**src/rtl/alu_mux_pkg.sv**
```systemverilog
// Shared datapath width and operand-B select encoding for the ALU source mux.
package alu_mux_pkg;

    localparam int XLEN = 32;

    typedef enum logic {
        ALUSRC_REG = 1'b0,
        ALUSRC_IMM = 1'b1
    } alusrc_e;

endpackage

```
**src/rtl/alu_mux_sat_counter.sv**
```systemverilog
// Up-counter with synchronous reset and enable that sticks at all-ones.
module sat_counter #(
    parameter int CNT_WIDTH = 16
) (
    input  logic                 clk,
    input  logic                 reset,
    input  logic                 i_en,
    output logic [CNT_WIDTH-1:0] o_count
);

    logic [CNT_WIDTH-1:0] r_count;
    logic                 w_at_max;

    assign w_at_max = (r_count == '1);

    always_ff @(posedge clk) begin
        if (reset) begin
            r_count <= '0;
        end else if (i_en && !w_at_max) begin
            r_count <= r_count + CNT_WIDTH'(1);
        end
    end

    assign o_count = r_count;

endmodule

```
**src/rtl/alu_mux.sv**
```systemverilog
// ALU operand-B selector: combinational RD2/immExt mux plus a registered copy
// and saturating per-source selection counters for observation.
module alu_mux
    import alu_mux_pkg::*;
#(
    parameter int WIDTH     = XLEN,
    parameter int CNT_WIDTH = 16
) (
    input  logic                 clk,
    input  logic                 reset,
    input  logic [WIDTH-1:0]     RD2,
    input  logic [WIDTH-1:0]     immExt,
    input  logic                 aluSrc,
    output logic [WIDTH-1:0]     srcB,
    output logic [WIDTH-1:0]     srcBQ,
    output logic [CNT_WIDTH-1:0] regSelCount,
    output logic [CNT_WIDTH-1:0] immSelCount
);

    logic [WIDTH-1:0] w_srcB;
    logic             w_sel_imm;
    logic             w_sel_reg;
    logic [WIDTH-1:0] r_srcBQ;

    // Equality keeps an X/Z select propagating to srcB instead of defaulting.
    assign w_sel_imm = (aluSrc == ALUSRC_IMM);
    assign w_sel_reg = (aluSrc == ALUSRC_REG);
    assign w_srcB    = w_sel_imm ? immExt : RD2;
    assign srcB      = w_srcB;

    always_ff @(posedge clk) begin
        if (reset) begin
            r_srcBQ <= '0;
        end else begin
            r_srcBQ <= w_srcB;
        end
    end

    assign srcBQ = r_srcBQ;

    sat_counter #(
        .CNT_WIDTH(CNT_WIDTH)
    ) u_reg_cnt (
        .clk    (clk),
        .reset  (reset),
        .i_en   (w_sel_reg),
        .o_count(regSelCount)
    );

    sat_counter #(
        .CNT_WIDTH(CNT_WIDTH)
    ) u_imm_cnt (
        .clk    (clk),
        .reset  (reset),
        .i_en   (w_sel_imm),
        .o_count(immSelCount)
    );

endmodule

```
**config.mk**
```make
export PLATFORM = sky130hd
export DESIGN_NAME = alu_mux
export DESIGN_NICKNAME = d
export VERILOG_FILES = /design/src/rtl/alu_mux_pkg.sv /design/src/rtl/alu_mux_sat_counter.sv /design/src/rtl/alu_mux.sv
export SDC_FILE = /design/constraint.sdc
export NUM_CORES = 1
export LEC_CHECK = 0
export BUFFER_PORTS_ARGS = -buffer_cell sky130_fd_sc_hd__buf_4
export CORE_AREA = 8 8 80 117
export CTS_CLUSTER_DIAMETER = 150
export DETAILED_ROUTE_END_ITERATION = 7
export DIE_AREA = 0 0 88 125
export GPL_TIMING_DRIVEN = 0
export PLACE_DENSITY_LB_ADDON = 0.1
export SLEW_MARGIN = 30
export SYNTH_ARGS = -nofsm -noshare
export SYNTH_HDL_FRONTEND = slang
export SYNTH_SLANG_ARGS = --single-unit
```
**constraint.sdc**
```tcl
create_clock -name clk -period 1.7 [get_ports clk]
set_clock_uncertainty 0.2 [all_clocks]
set_input_delay 0.085 -clock clk [delete_from_list [all_inputs] [get_ports clk]]
set_output_delay 0.085 -clock clk [all_outputs]
set_load 0.01 [all_outputs]
```
**Yosys cells after proc, flatten, opt, wreduce, memory -nomap -nowiden**

Index checks and enable logic that the tools add are counted.

- Input port bits: 67
- Register bits: 64
- Output and inout bits: 96

- Add/sub/neg operators: 2
- Multiplexer cells: 1
- Reduce and logical (&&, ||, !) cells: 4
- Eq/ne operators: 2
- Bitwise logic cells: 1

Operators by type and width:

| kind | count |
|---|---|
| 16-bit by 1-bit adder with 16-bit output, second input constant | 2 |
| 16-bit == test, second input constant | 2 |
| 32-bit 2-to-1 mux | 1 |
| 1-bit logical AND | 2 |
| 1-bit logical NOT | 2 |
| 1-bit inverter | 1 |

**Depth between registers and ports, before layout**

- Depth in word-level cells: 3
- Depth in mapped cells: 6
- Gate-level depth less buffers: 5

**By module**

A second synthesis with hierarchy kept.

- Cells, all modules: 296
- Area, all modules: 3036.7 um2

Modules (own cells, without submodules):

| module | area an instance (um2) | times used | cells each |
|---|---|---|---|
| sat_counter | 833.3 | 2 | 96 |
| alu_mux | 1370.1 | 1 | 104 |

**Worst setup path after synthesis**

Ideal clock, no wire load.

- Path type: reg-to-reg
- From: register u_imm_cnt.r_count[2], in the netlist u_imm_cnt.o_count[2]
- To: register u_imm_cnt.r_count[10], in the netlist u_imm_cnt.o_count[10]
- Arrival time: 1.535 ns
- Path buffers: 0
- Period minus slack after synthesis: 1.858 ns
- Stages on the path, launching flop included: 5
- Data required time: 1.377 ns
- Setup slack: -0.158 ns
- Cells stage by stage: dfxtp_1 nand4_4 a2111oi_4 nand3_1 mux2_1

- Word-level cells in the longest chain between the ends: 3
- Elaborated cells between the ends (all ways): 4
- Classes of those cells: add/sub (1); eq/ne (1); reduce/logical (2)

RTL lines:

| element | line | source |
|---|---|---|
| start, declared | alu_mux_sat_counter.sv:11 | `logic [CNT_WIDTH-1:0] r_count;` |
| start signal, assigned | alu_mux_sat_counter.sv:20 | `r_count <= r_count + CNT_WIDTH'(1);` |
| parallel branches: the longest is 3 deep, another holds 16-bit by 1-bit adder with 16-bit output | - |  |

Several ways; the timed one is not identified.
A chain may end at the register's enable or synchronous reset.

**Worst setup path after layout**

- From: register u_imm_cnt.r_count[1], in the netlist u_imm_cnt.o_count[1]
- To: register u_imm_cnt.r_count[1], in the netlist u_imm_cnt.o_count[1]

Same word-level chain as after synthesis.

==> results summary <==
The critical path starts at u_imm_cnt.o_count[1]. The remaining routing DRC violations came out at 0. After synthesis, the mean cell area works out to 9.897 um^2. The first global-routing pass estimated 18.24 mm of wire. With fillers left out, the area of the finished cells amounts to 5837 um^2. The via density per instance is 5.058. The horizontal die dimension came out at 88 um.

The depth of the CTS H-tree came out at 3. Yosys printed 0 warnings. The shortest period the worst path allows is 1.790 ns. The via count of the first global-routing pass is 3648.

The initial antenna violation count is 0. The max capacitance violation total came out at 0. The proportion of layout cells with a drive suffix above 1 is 54.97%. The count of different cell masters after synthesis is 43. The leakage dissipation came out at 0.002534 uW. The worst-case hold slack came out at 0.1298 ns.

The final count of pins violating max slew came out at 0. The number of sinks driven by the clock tree is 64. The period utilization is 105.3%. The number of CTS-inserted buffers came out at 9. Broken down by cell family, the worst path's largest delay share belongs to compound AO/OA/AOI/OAI gates. The setup slack at placement came out at -0.2584 ns. The power density over cell area is 689.5 nW/um^2. Across the VDD grid, the largest voltage drop is 0.0006024 V. Traced cell by cell, the critical path runs through ha_4 -> nand3_4 -> o41ai_4 -> buf_4 -> mux2i_1 -> nor2_1. The type of destination of the critical path is a flip-flop. At the end of the flow, the number of nets in the layout was 639. The slew at the pin with the worst max-slew slack is 0.5994 ns. The dominant register cell in the synthesized netlist is sky130_fd_sc_hd__dfxtp_1.

After layout, the worst setup slack is -0.08963 ns. The weighted congestion reported at the end of routability-driven placement is 0.7962. The TritonCTS clock tree is built. The checks that failed: negative setup slack.

The largest individual stage delay along the critical path comes from the cell sky130_fd_sc_hd__o41ai_4. The total wirelength of the detailed-routed design is 12.18 mm. The insertion delay to the later sink of the worst-skew pair is 0.33 ns.

The root buffer cell is sky130_fd_sc_hd__clkbuf_16. The detailed router placed 3429 vias in this run. In this run the standard cell core region covers 7757 um^2.

The portion of the post-synthesis area used by sequential elements came out at 43.15%. The sum of overflow across all layers after global routing is 0. Of all nets on the critical path, the largest fanout is 5. STA puts the critical path data required time at 1.70 ns. The number of DRC markers after the initial detailed-route iteration came out at 128.

The buffers plus inverters on the worst setup path is 1. Once detail routing completed, the nets flagged for antenna violations numbered 0. The arrival time reported for the critical path endpoint is 1.79 ns. After synthesis, the share of flip-flops with an asynchronous set or reset is 0%. In the layout the commonest cells are 190 x sky130_fd_sc_hd__buf_4, 64 x sky130_fd_sc_hd__dlygate4sd3_1, 39 x sky130_fd_sc_hd__nor2b_1.

The placed cell area is 4370 um^2. Setup repair after global routing could not meet its margin everywhere. The hold violation count in the final report is 0. The worst setup path is launched from a flip-flop.

After clock tree synthesis, the clock-pin slew on the worst setup and hold paths is 0.05 ns. The mapped cell area is 2969 um^2. The startpoint identified for the worst register-to-register timing path is u_imm_cnt.o_count[1].

The tightest min-delay check is of the in2reg type. The run finished, with violations left. The top-level I/O count is 163. The number of enable flip-flop cells after synthesis is 0. Synthesis produced a netlist with a net count of 369.

The area of the die came out at 11000 um^2. The relative slew slack came out at 60.04%. The leading cell type in the layout, fill and taps excluded is sky130_fd_sc_hd__buf_4. The number of I/O port buffers came out at 160. By startpoint and endpoint, the worst setup path is classified as reg2reg. In this run, synthesis produced a sequential element count of 64. The final-report setup violation count is 8.

The largest net degree at the start of global routing came out at 11. The layout overhead on the synthesized area is 96.59%. The maximum operating frequency came out at 0.5588 GHz. The die is 125 um tall. The synthesized instance count is 300.

The clock passes through at most 2 buffers. On the worst path, the slowest cell contributes a delay of 0.39 ns. The number of cells in the design after placement is 565. The number of standard cells in the layout, taps in and fillers out is 678. The sum of net half-perimeters after detailed placement is 7.754 mm. The worst hold path begins at reset.

The global-route usage over all layers came out at 21.56%. The number of core rows came out at 40. The initial utilization of the core area, before any placement, comes to 38.27%. The detailed-route wire length per cell is 17.96 um. The number of antenna cells inserted is 0.

The pre-antenna-repair detailed-routing pass consisted of 4 iterations.
[kinds of logic after synthesis]
| kind of cell | synth area share, % |
|---|---|
| and+or+nand+nor | 26.59 |
| DFF | 43.15 |
| AOI/OAI and AO/OA | 11.21 |
| muxes | 14.37 |
| buffers and inverters | 2.360 |
| xor gates and xnor gates | 1.475 |
| adders and majority gates | 0.8427 |
[worst register-to-register path, cell delays in order (launching register included)]
cell and delay [ns]:
sky130_fd_sc_hd__dfxtp_4 0.37, sky130_fd_sc_hd__ha_4 0.17, sky130_fd_sc_hd__nand3_4 0.09, sky130_fd_sc_hd__o41ai_4 0.39, sky130_fd_sc_hd__buf_4 0.21, sky130_fd_sc_hd__mux2i_1 0.19, sky130_fd_sc_hd__nor2_1 0.05
[power by group]
part	internal, uW	switching [uW]
Clock	1090	614
Combinational	452	305
Sequential	1540	27.8
[registers in the layout (all words and copies together) (netlist names)]
name               count
u_reg_cnt.o_count     16
srcBQ                 32
u_imm_cnt.o_count     16
[final cells by class]
class | instances | area [um^2]
Buffer | 13 | 51.30
Clock buffer | 14 | 274.0
Fill cell | 535 | 1921
Inverter | 5 | 18.77
Multi-Input combinational cell | 218 | 1856
Sequential cell | 64 | 1371
Tap cell | 105 | 131.4
Timing Repair Buffer | 259 | 2135
[synthesized netlist by cell type, types with 2 or more instances]
cell	n	area, um^2
sky130_fd_sc_hd__nor4_2	3	37.54
sky130_fd_sc_hd__ha_1	2	25.02
sky130_fd_sc_hd__mux2_2	36	405.4
sky130_fd_sc_hd__nand2b_1	4	25.02
sky130_fd_sc_hd__a21oi_1	16	80.08
sky130_fd_sc_hd__or3_1	8	50.05
sky130_fd_sc_hd__and2_1	3	18.77
sky130_fd_sc_hd__nor3_1	4	20.02
sky130_fd_sc_hd__and4_1	6	52.55
sky130_fd_sc_hd__nand2_1	12	45.04
sky130_fd_sc_hd__clkbuf_1	10	37.54
sky130_fd_sc_hd__nand4_2	2	25.02
sky130_fd_sc_hd__inv_1	5	18.77
sky130_fd_sc_hd__nand3_1	7	35.03
sky130_fd_sc_hd__o41ai_1	2	17.52
sky130_fd_sc_hd__nor2_1	14	52.55
sky130_fd_sc_hd__o21ai_0	10	50.05
sky130_fd_sc_hd__xor2_1	2	17.52
sky130_fd_sc_hd__a31o_2	2	17.52
sky130_fd_sc_hd__o31ai_1	7	52.55
sky130_fd_sc_hd__or4_1	6	45.04
sky130_fd_sc_hd__nor2b_1	39	244.0
sky130_fd_sc_hd__dfxtp_1	64	1281
sky130_fd_sc_hd__and3_1	3	18.77
sky130_fd_sc_hd__buf_2	2	10.01
sky130_fd_sc_hd__xnor2_1	3	26.28
sky130_fd_sc_hd__nor4_1	5	31.28
sky130_fd_sc_hd__nand4_1	8	50.05
[repair_timing]
action | 4_1_cts | 5_1_grt
setup buffers | 20 | 14
gates cloned | 1 | 0
hold endpoints to repair | 32 | 0
hold buffers | 64 | 0
resized for setup | 34 | 43
endpoints found under the setup margin | 29 | 31
pin swaps | 16 | 18
[layer usage]
layer | vias to the layer above | GRT usage [%] | wire length, um
met1 | 1639 | 21.28 | 4481
met5 | - | 0 | 0
met2 | 134 | 38.26 | 6473
met4 | 0 | 8.656 | 267
li1 | 1637 | - | -
met3 | 19 | 8.525 | 956
[final timing paths]
path                                        endpoint  slack, ns  cells past startpoint
worst max-delay path            u_imm_cnt.o_count[1]      -0.09                      6
worst min-delay path            u_reg_cnt.o_count[8]       0.13                      3
worst max register to register  u_imm_cnt.o_count[1]      -0.09                      6
worst min register to register  u_reg_cnt.o_count[5]       0.28                      1
[stage by stage]
| step | util (%) | total power (uW) | TNS [ns] |
|---|---|---|---|
| after floorplan | - | 1862 | -0.1832 |
| after global placement | 56.34 | 2211 | -5.857 |
| after detailed placement | 56.34 | 2217 | -7.350 |
| after CTS | 72.18 | 4043 | -0.3189 |
| after global routing | 75.24 | 4159 | -1.589 |
| final | 75.24 | 4025 | -0.4048 |
(Power assumes the default switching activity.)
